File: src/rtl/dynamic_input_route_buffer_para.sv
// Input-port stage of the 3-way dynamic-network router: credit-flow FIFO,
// header route decode and packet-length tracking for the output-port stages.
`ifndef DATA_WIDTH
`define DATA_WIDTH 64
`endif
`ifndef CHIP_ID_WIDTH
`define CHIP_ID_WIDTH 14
`endif
`ifndef XY_WIDTH
`define XY_WIDTH 8
`endif
`ifndef PAYLOAD_LEN
`define PAYLOAD_LEN 8
`endif

module dynamic_input_route_buffer_para #(
    parameter int DEPTH = 4,
    parameter int PTR_W = 2
) (
    input  logic                      clk,
    input  logic                      reset_n,
    input  logic [`CHIP_ID_WIDTH-1:0] my_chip_id,
    input  logic [`XY_WIDTH-1:0]      my_loc_x,
    input  logic [`XY_WIDTH-1:0]      my_loc_y,
    input  logic [`DATA_WIDTH-1:0]    data_in,
    input  logic                      valid_in,
    output logic                      yummy_out,
    output logic [`DATA_WIDTH-1:0]    data_out,
    output logic                      valid_out,
    output logic                      route_req_0_out,
    output logic                      route_req_1_out,
    output logic                      route_req_2_out,
    output logic                      tail_out,
    input  logic                      thanks_0_in,
    input  logic                      thanks_1_in,
    input  logic                      thanks_2_in,
    output logic                      overflow_err
);
    localparam int DW     = `DATA_WIDTH;
    localparam int CW     = `CHIP_ID_WIDTH;
    localparam int XW     = `XY_WIDTH;
    localparam int LW     = `PAYLOAD_LEN;
    localparam int X_HI   = DW - CW - 1;
    localparam int Y_HI   = DW - CW - XW - 1;
    localparam int LEN_HI = DW - CW - 2 * XW - 4;

    localparam logic [PTR_W:0] FULL_CNT  = (PTR_W + 1)'(DEPTH);
    localparam logic [1:0]     ROUTE_0   = 2'd0;
    localparam logic [1:0]     ROUTE_1   = 2'd1;
    localparam logic [1:0]     ROUTE_2   = 2'd2;
    localparam logic [0:0]     ST_HEADER = 1'b0;
    localparam logic [0:0]     ST_BODY   = 1'b1;

    logic [DW-1:0]    mem_r [DEPTH];
    logic [PTR_W-1:0] wr_ptr_r;
    logic [PTR_W-1:0] rd_ptr_r;
    logic [PTR_W:0]   count_r;
    logic             yummy_r;
    logic             overflow_r;
    logic [0:0]       state_r;
    logic [1:0]       route_r;
    logic [LW-1:0]    remaining_r;

    logic [DW-1:0]    head_s;
    logic             valid_s;
    logic             full_s;
    logic             any_thanks_s;
    logic             pop_s;
    logic             push_s;
    logic [CW-1:0]    head_chip_s;
    logic [XW-1:0]    head_x_s;
    logic [XW-1:0]    head_y_s;
    logic [LW-1:0]    head_len_s;
    logic [1:0]       decoded_s;
    logic [1:0]       req_route_s;
    logic             tail_s;

    assign head_s       = mem_r[rd_ptr_r];
    assign valid_s      = (count_r != '0);
    assign full_s       = (count_r == FULL_CNT);
    assign any_thanks_s = thanks_0_in | thanks_1_in | thanks_2_in;
    assign pop_s        = valid_s & any_thanks_s;
    assign push_s       = valid_in & (~full_s | pop_s);

    assign head_chip_s  = head_s[DW-1 -: CW];
    assign head_x_s     = head_s[X_HI -: XW];
    assign head_y_s     = head_s[Y_HI -: XW];
    assign head_len_s   = head_s[LEN_HI -: LW];

    // Route decode of the head flit when interpreted as a header
    always_comb begin
        decoded_s = ROUTE_2;
        if ((head_chip_s == my_chip_id) && (head_x_s == my_loc_x) && (head_y_s == my_loc_y)) begin
            decoded_s = ROUTE_0;
        end else if ((head_chip_s == my_chip_id) && (head_x_s != my_loc_x)) begin
            decoded_s = ROUTE_1;
        end else begin
            decoded_s = ROUTE_2;
        end
    end

    // Body flits follow the route latched from their header, not their own bits
    always_comb begin
        req_route_s = decoded_s;
        tail_s      = 1'b0;
        if (state_r == ST_BODY) begin
            req_route_s = route_r;
            tail_s      = (remaining_r == LW'(1));
        end else begin
            req_route_s = decoded_s;
            tail_s      = (head_len_s == '0);
        end
    end

    assign valid_out       = valid_s;
    assign data_out        = valid_s ? head_s : '0;
    assign route_req_0_out = valid_s & (req_route_s == ROUTE_0);
    assign route_req_1_out = valid_s & (req_route_s == ROUTE_1);
    assign route_req_2_out = valid_s & (req_route_s == ROUTE_2);
    assign tail_out        = valid_s & tail_s;
    assign yummy_out       = yummy_r;
    assign overflow_err    = overflow_r;

    // FIFO storage write port
    always_ff @(posedge clk) begin
        if (push_s) begin
            mem_r[wr_ptr_r] <= data_in;
        end
    end

    // FIFO pointers, occupancy, credit return and sticky overflow flag
    always_ff @(posedge clk or negedge reset_n) begin
        if (!reset_n) begin
            wr_ptr_r   <= '0;
            rd_ptr_r   <= '0;
            count_r    <= '0;
            yummy_r    <= 1'b0;
            overflow_r <= 1'b0;
        end else begin
            yummy_r <= pop_s;
            if (push_s) begin
                wr_ptr_r <= wr_ptr_r + PTR_W'(1);
            end
            if (pop_s) begin
                rd_ptr_r <= rd_ptr_r + PTR_W'(1);
            end
            case ({push_s, pop_s})
                2'b10:   count_r <= count_r + (PTR_W + 1)'(1);
                2'b01:   count_r <= count_r - (PTR_W + 1)'(1);
                default: count_r <= count_r;
            endcase
            if (valid_in && full_s && !pop_s) begin
                overflow_r <= 1'b1;
            end
        end
    end

    // HEADER/BODY tracking of the packet currently at the FIFO head
    always_ff @(posedge clk or negedge reset_n) begin
        if (!reset_n) begin
            state_r     <= ST_HEADER;
            route_r     <= ROUTE_0;
            remaining_r <= '0;
        end else if (pop_s) begin
            case (state_r)
                ST_HEADER: begin
                    if (head_len_s != '0) begin
                        route_r     <= decoded_s;
                        remaining_r <= head_len_s;
                        state_r     <= ST_BODY;
                    end
                end
                ST_BODY: begin
                    remaining_r <= remaining_r - LW'(1);
                    if (remaining_r == LW'(1)) begin
                        state_r <= ST_HEADER;
                    end
                end
                default: state_r <= ST_HEADER;
            endcase
        end
    end

    dynamic_input_route_buffer_para_checker u_checker (
        .clk       (clk),
        .reset_n   (reset_n),
        .valid     (valid_s),
        .route_req ({route_req_2_out, route_req_1_out, route_req_0_out}),
        .thanks    ({thanks_2_in, thanks_1_in, thanks_0_in})
    );

endmodule

// Protocol checks on the output-port handshake; ignored by synthesis.
module dynamic_input_route_buffer_para_checker (
    input logic       clk,
    input logic       reset_n,
    input logic       valid,
    input logic [2:0] route_req,
    input logic [2:0] thanks
);
    // A head flit requests exactly one route; an empty FIFO requests none
    a_one_req: assert property (@(posedge clk) disable iff (!reset_n)
        valid |-> $onehot(route_req));
    a_no_req_empty: assert property (@(posedge clk) disable iff (!reset_n)
        !valid |-> (route_req == 3'b000));
    a_thanks_legal: assert property (@(posedge clk) disable iff (!reset_n)
        (valid && (thanks != 3'b000)) |-> ($onehot(thanks) && ((thanks & ~route_req) == 3'b000)));
endmodule

File: config.mk
export PLATFORM = sky130hd
export DESIGN_NAME = dynamic_input_route_buffer_para
export DESIGN_NICKNAME = d
export VERILOG_FILES = /design/src/rtl/dynamic_input_route_buffer_para.sv
export SDC_FILE = /design/constraint.sdc
export NUM_CORES = 1
export LEC_CHECK = 0
export CELL_PAD_IN_SITES_DETAIL_PLACEMENT = 1
export CELL_PAD_IN_SITES_GLOBAL_PLACEMENT = 1
export CORE_MARGIN = 5
export CORE_UTILIZATION = 40
export CTS_CLUSTER_DIAMETER = 120
export DETAILED_ROUTE_END_ITERATION = 16
export PLACE_DENSITY_LB_ADDON = 0.1
export SYNTH_ARGS = -nofsm -noshare
export SYNTH_HDL_FRONTEND = slang
export SYNTH_SLANG_ARGS = --single-unit
File: constraint.sdc
create_clock -name clk -period 4.7 [get_ports clk]
set_input_delay 0.47 -clock clk [delete_from_list [all_inputs] [get_ports clk]]
set_output_delay 0.47 -clock clk [all_outputs]
set_load 0.005 [all_outputs]
==> results.py <==
metrics = {
    "die": {
        "core_area_um2": 27700,
        "pin_count": 171,
        "start_util_pct": 40.4,
        "die_w_um": 177,
        "die_area_um2": 31400,
        "rows": 61,
        "die_h_um": 177,
    },
    "yosys": {
        "synth-xor-area-share_pct": 2.82,
        "ys_ff_latch": 276,
        "synth_area_leader_cell": "edfxtp_1",
        "async_flop_share_pct": 7.25,
        "yosysSeqAreaShare_pct": 73.2,
        "synth_mux_area_share_pct": 13.1,
        "ys_warn_count": 0,
        "synth_common_cells": "edfxtp_1 (256), and2_1 (66), mux4_2 (64)",
        "synthCells": 571,
        "yosys.area_share.simple_pct": 6.52,
        "netlist_top_cells_area": "edfxtp_1 (69%), mux4_2 (13%), dfrtp_1 (4.5%), and2_1 (3.7%), xnor2_1 (2.0%)",
        "syn-num-nets": 679,
        "synth_compound_area_share_pct": 1.88,
        "synth_top_family_by_area": "multiplexers",
        "synthAdderAreaFrac_pct": 0.962,
        "syn_area_um2": 11200,
        "synth-main-ff-cell": "edfxtp_1",
        "synth_top_area_share_pct": 68.7,
        "ys_types": 43,
        "yosysMostFrequentCell": "edfxtp_1",
        "syn_area_per_cell_um2": 19.6,
        "synth_edf_count": 256,
    },
    "worst_setup_path": {
        "max_stage_delay_ns": 0.63,
        "crit_slowest_cell": "dfrtp_4",
        "worstSetupEndpointType": "output pin",
        "crit_arrival_ns": 3.83,
        "reg2reg_depth": 7,
        "worst-path-max-fanout": 16,
        "startpoint_type": "flop",
        "required_ns": 4.23,
        "crit_path_cell_trace": "buf_4, mux4_2, xnor2_1, nand4_1, nor4_4, a31oi_1, nor3_1, clkdlybuf4s50_1",
        "cp.depth": 8,
        "critPathBufInv": 2,
        "crit_family": "simple AND/OR/NAND/NOR gates",
        "path_class": "flop to output pin",
    },
    "detailed_routing": {
        "post_drt_wl_per_cell_um": 21.9,
        "via_count": 5867,
        "drtIter0Drc": 326,
        "highest_layer": "met4",
        "vias_per_cell": 5.08,
        "wl_met2_um": 13000,
        "wl_um": 25300,
        "m1WireLength_um": 10700,
        "route.met3.wl_um": 1120,
        "drc_errors": 0,
        "drtAntennaViolNets": 0,
        "dr.pass1.iters": 4,
    },
    "timing": {
        "skew_ns": 0.00842,
        "rsz0062_at_grt": "false",
        "period_share_pct": 91.4,
        "timing.final.crit_period_ns": 4.30,
        "setup_ws_ns": 0.404,
        "finalMaxSlewViolations": 0,
        "tns_ns": 0,
        "fmax_mhz": 233,
        "slew_headroom_pct": 26.6,
        "setup_viol": 0,
        "hold_violations": 0,
        "max_slew.worst_pin.slew_ns": 1.10,
    },
    "final_layout": {
        "synthToLayoutAreaGrowth_pct": 27.6,
        "post_route_cells_drive_above_1_share_pct": 16.2,
        "diodes": 0,
        "nets": 862,
        "final_util_pct": 51.5,
        "design_area_um2": 14300,
    },
    "grt": {
        "antenna_found_initial": 0,
        "grt_usage_pct": 16.2,
        "grt_pass1_vias": 6585,
        "grt_start_max_net_pins": 67,
        "grt_pass1_wl_um": 38800,
        "grt-ovfl-total": 0,
    },
    "power_and_ir_drop": {
        "vdd_drop_max_mv": 0.292,
        "total_power_mw": 9.16,
        "power.leakage_nw": 4.70,
        "power_density_nw_per_um2": 642,
    },
    "clock_tree": {
        "cts_tree": "yes",
        "h-tree-depth": 1,
        "clk_pin_slew_ns": 0.06,
        "clock_latency_ns": 0.54,
        "cts_sinks": 276,
        "hold_buffers": 0,
        "clock-root-buffer": "clkbuf_16",
        "cts_buffers": 30,
        "cts_resized": 0,
        "post_cts_buffers": 0,
        "clockBufferDepth": 3,
    },
    "flow_run": {
        "cap_violations": 0,
    },
    "placement": {
        "place.detailed.hpwl_um": 15500,
        "dp_worst_setup_slack_ns": 0.897,
        "port_buffers": 170,
        "placed_cell_area_um2": 13300,
        "routabilityCongestion": 0.734,
    },
    "run_status": {
        "status": "complete, no violations",
    },
    "hold_path": {
        "hold_class": "flop to flop",
        "worstHoldPathCells": 1,
    },
}
-- per-stage QoR --
stage	hold slack, ns	std cells
after floorplan	0.174	571
after global placement	0.452	1100
after detailed placement	0.480	1100
after CTS	0.494	1156
after global routing	0.515	1156
final	0.483	1156
-- state kept, by name (all words and copies together) (netlist names) --
register,count
overflow_err,1
remaining_r,8
state_r,1
route_r,2
count_r,3
rd_ptr_r,2
wr_ptr_r,2
yummy_out,1
mem_r,256
-- path summary, 6_finish.rpt --
path,start,end,slack [ns]
setup / recovery,rd_ptr_r[0],route_req_1_out,0.40
hold / removal,overflow_err,overflow_err,0.48
setup reg to reg,rd_ptr_r[0],remaining_r[7],1.39
hold reg to reg,overflow_err,overflow_err,0.48
max in group asynchronous,reset_n,rd_ptr_r[1],3.47
min in group asynchronous,reset_n,remaining_r[6],0.50
-- logic make-up (layout without fill, tap and decap cells) --
| family | count (synthesis) | in the layout |
|---|---|---|
| compound gates | 31 | 31 |
| fa+ha+maj | 8 | 8 |
| buf+inv | 34 | 241 |
| xor+xnor | 36 | 36 |
| flops | 276 | 276 |
| simple gates | 120 | 120 |
| mux | 66 | 66 |
-- worst register-to-register path: stages (launching register included) --
cell	delay, ns
dfrtp_4	0.63
buf_4	0.63
mux4_2	0.65
nor4_2	0.44
a31oi_4	0.30
nand2_2	0.30
o22ai_1	0.14
a21oi_1	0.15
-- cell type report --
type / instances / area, um^2
fillers: 2549 / 13400
flip-flops and latches: 276 / 8200
multi-input cells: 261 / 2840
repair buffers: 174 / 1730
clock buffers: 39 / 806
well taps: 378 / 473
clock inverters: 17 / 181
inverters: 11 / 41.3
-- cells in the final DEF (no fill, tap or decap), types with 4 or more instances in the layout --
cell,n
o21ai_0,6
xor2_1,10
a21oi_1,9
mux4_2,64
nand4_1,5
nand3_1,8
clkbuf_16,31
clkdlybuf4s50_1,170
and3_4,4
edfxtp_1,256
nor2_1,9
nand2_1,7
clkbuf_1,8
xnor2_1,26
ha_1,7
and2_1,66
buf_4,4
clkinv_1,6
bufinv_16,4
o22ai_1,6
clkinv_2,6
dfrtp_1,18
nor3_1,5
inv_1,9
-- routing by layer --
layer | vias to the layer above | GRT usage (%)
li1 | 2639 | -
met3 | 31 | 2.48
met2 | 146 | 28.8
met4 | 0 | 3.35
met5 | - | 0
met1 | 3051 | 21.4
-- power breakdown --
| part | switching [mW] | internal [mW] | leakage (nW) |
|---|---|---|---|
| combinational | 1.45 | 1.86 | 1.62 |
| sequential | 0.279 | 3.25 | 2.59 |
| clock | 0.907 | 1.42 | 0.485 |
Power figures use the tool's default switching activity.
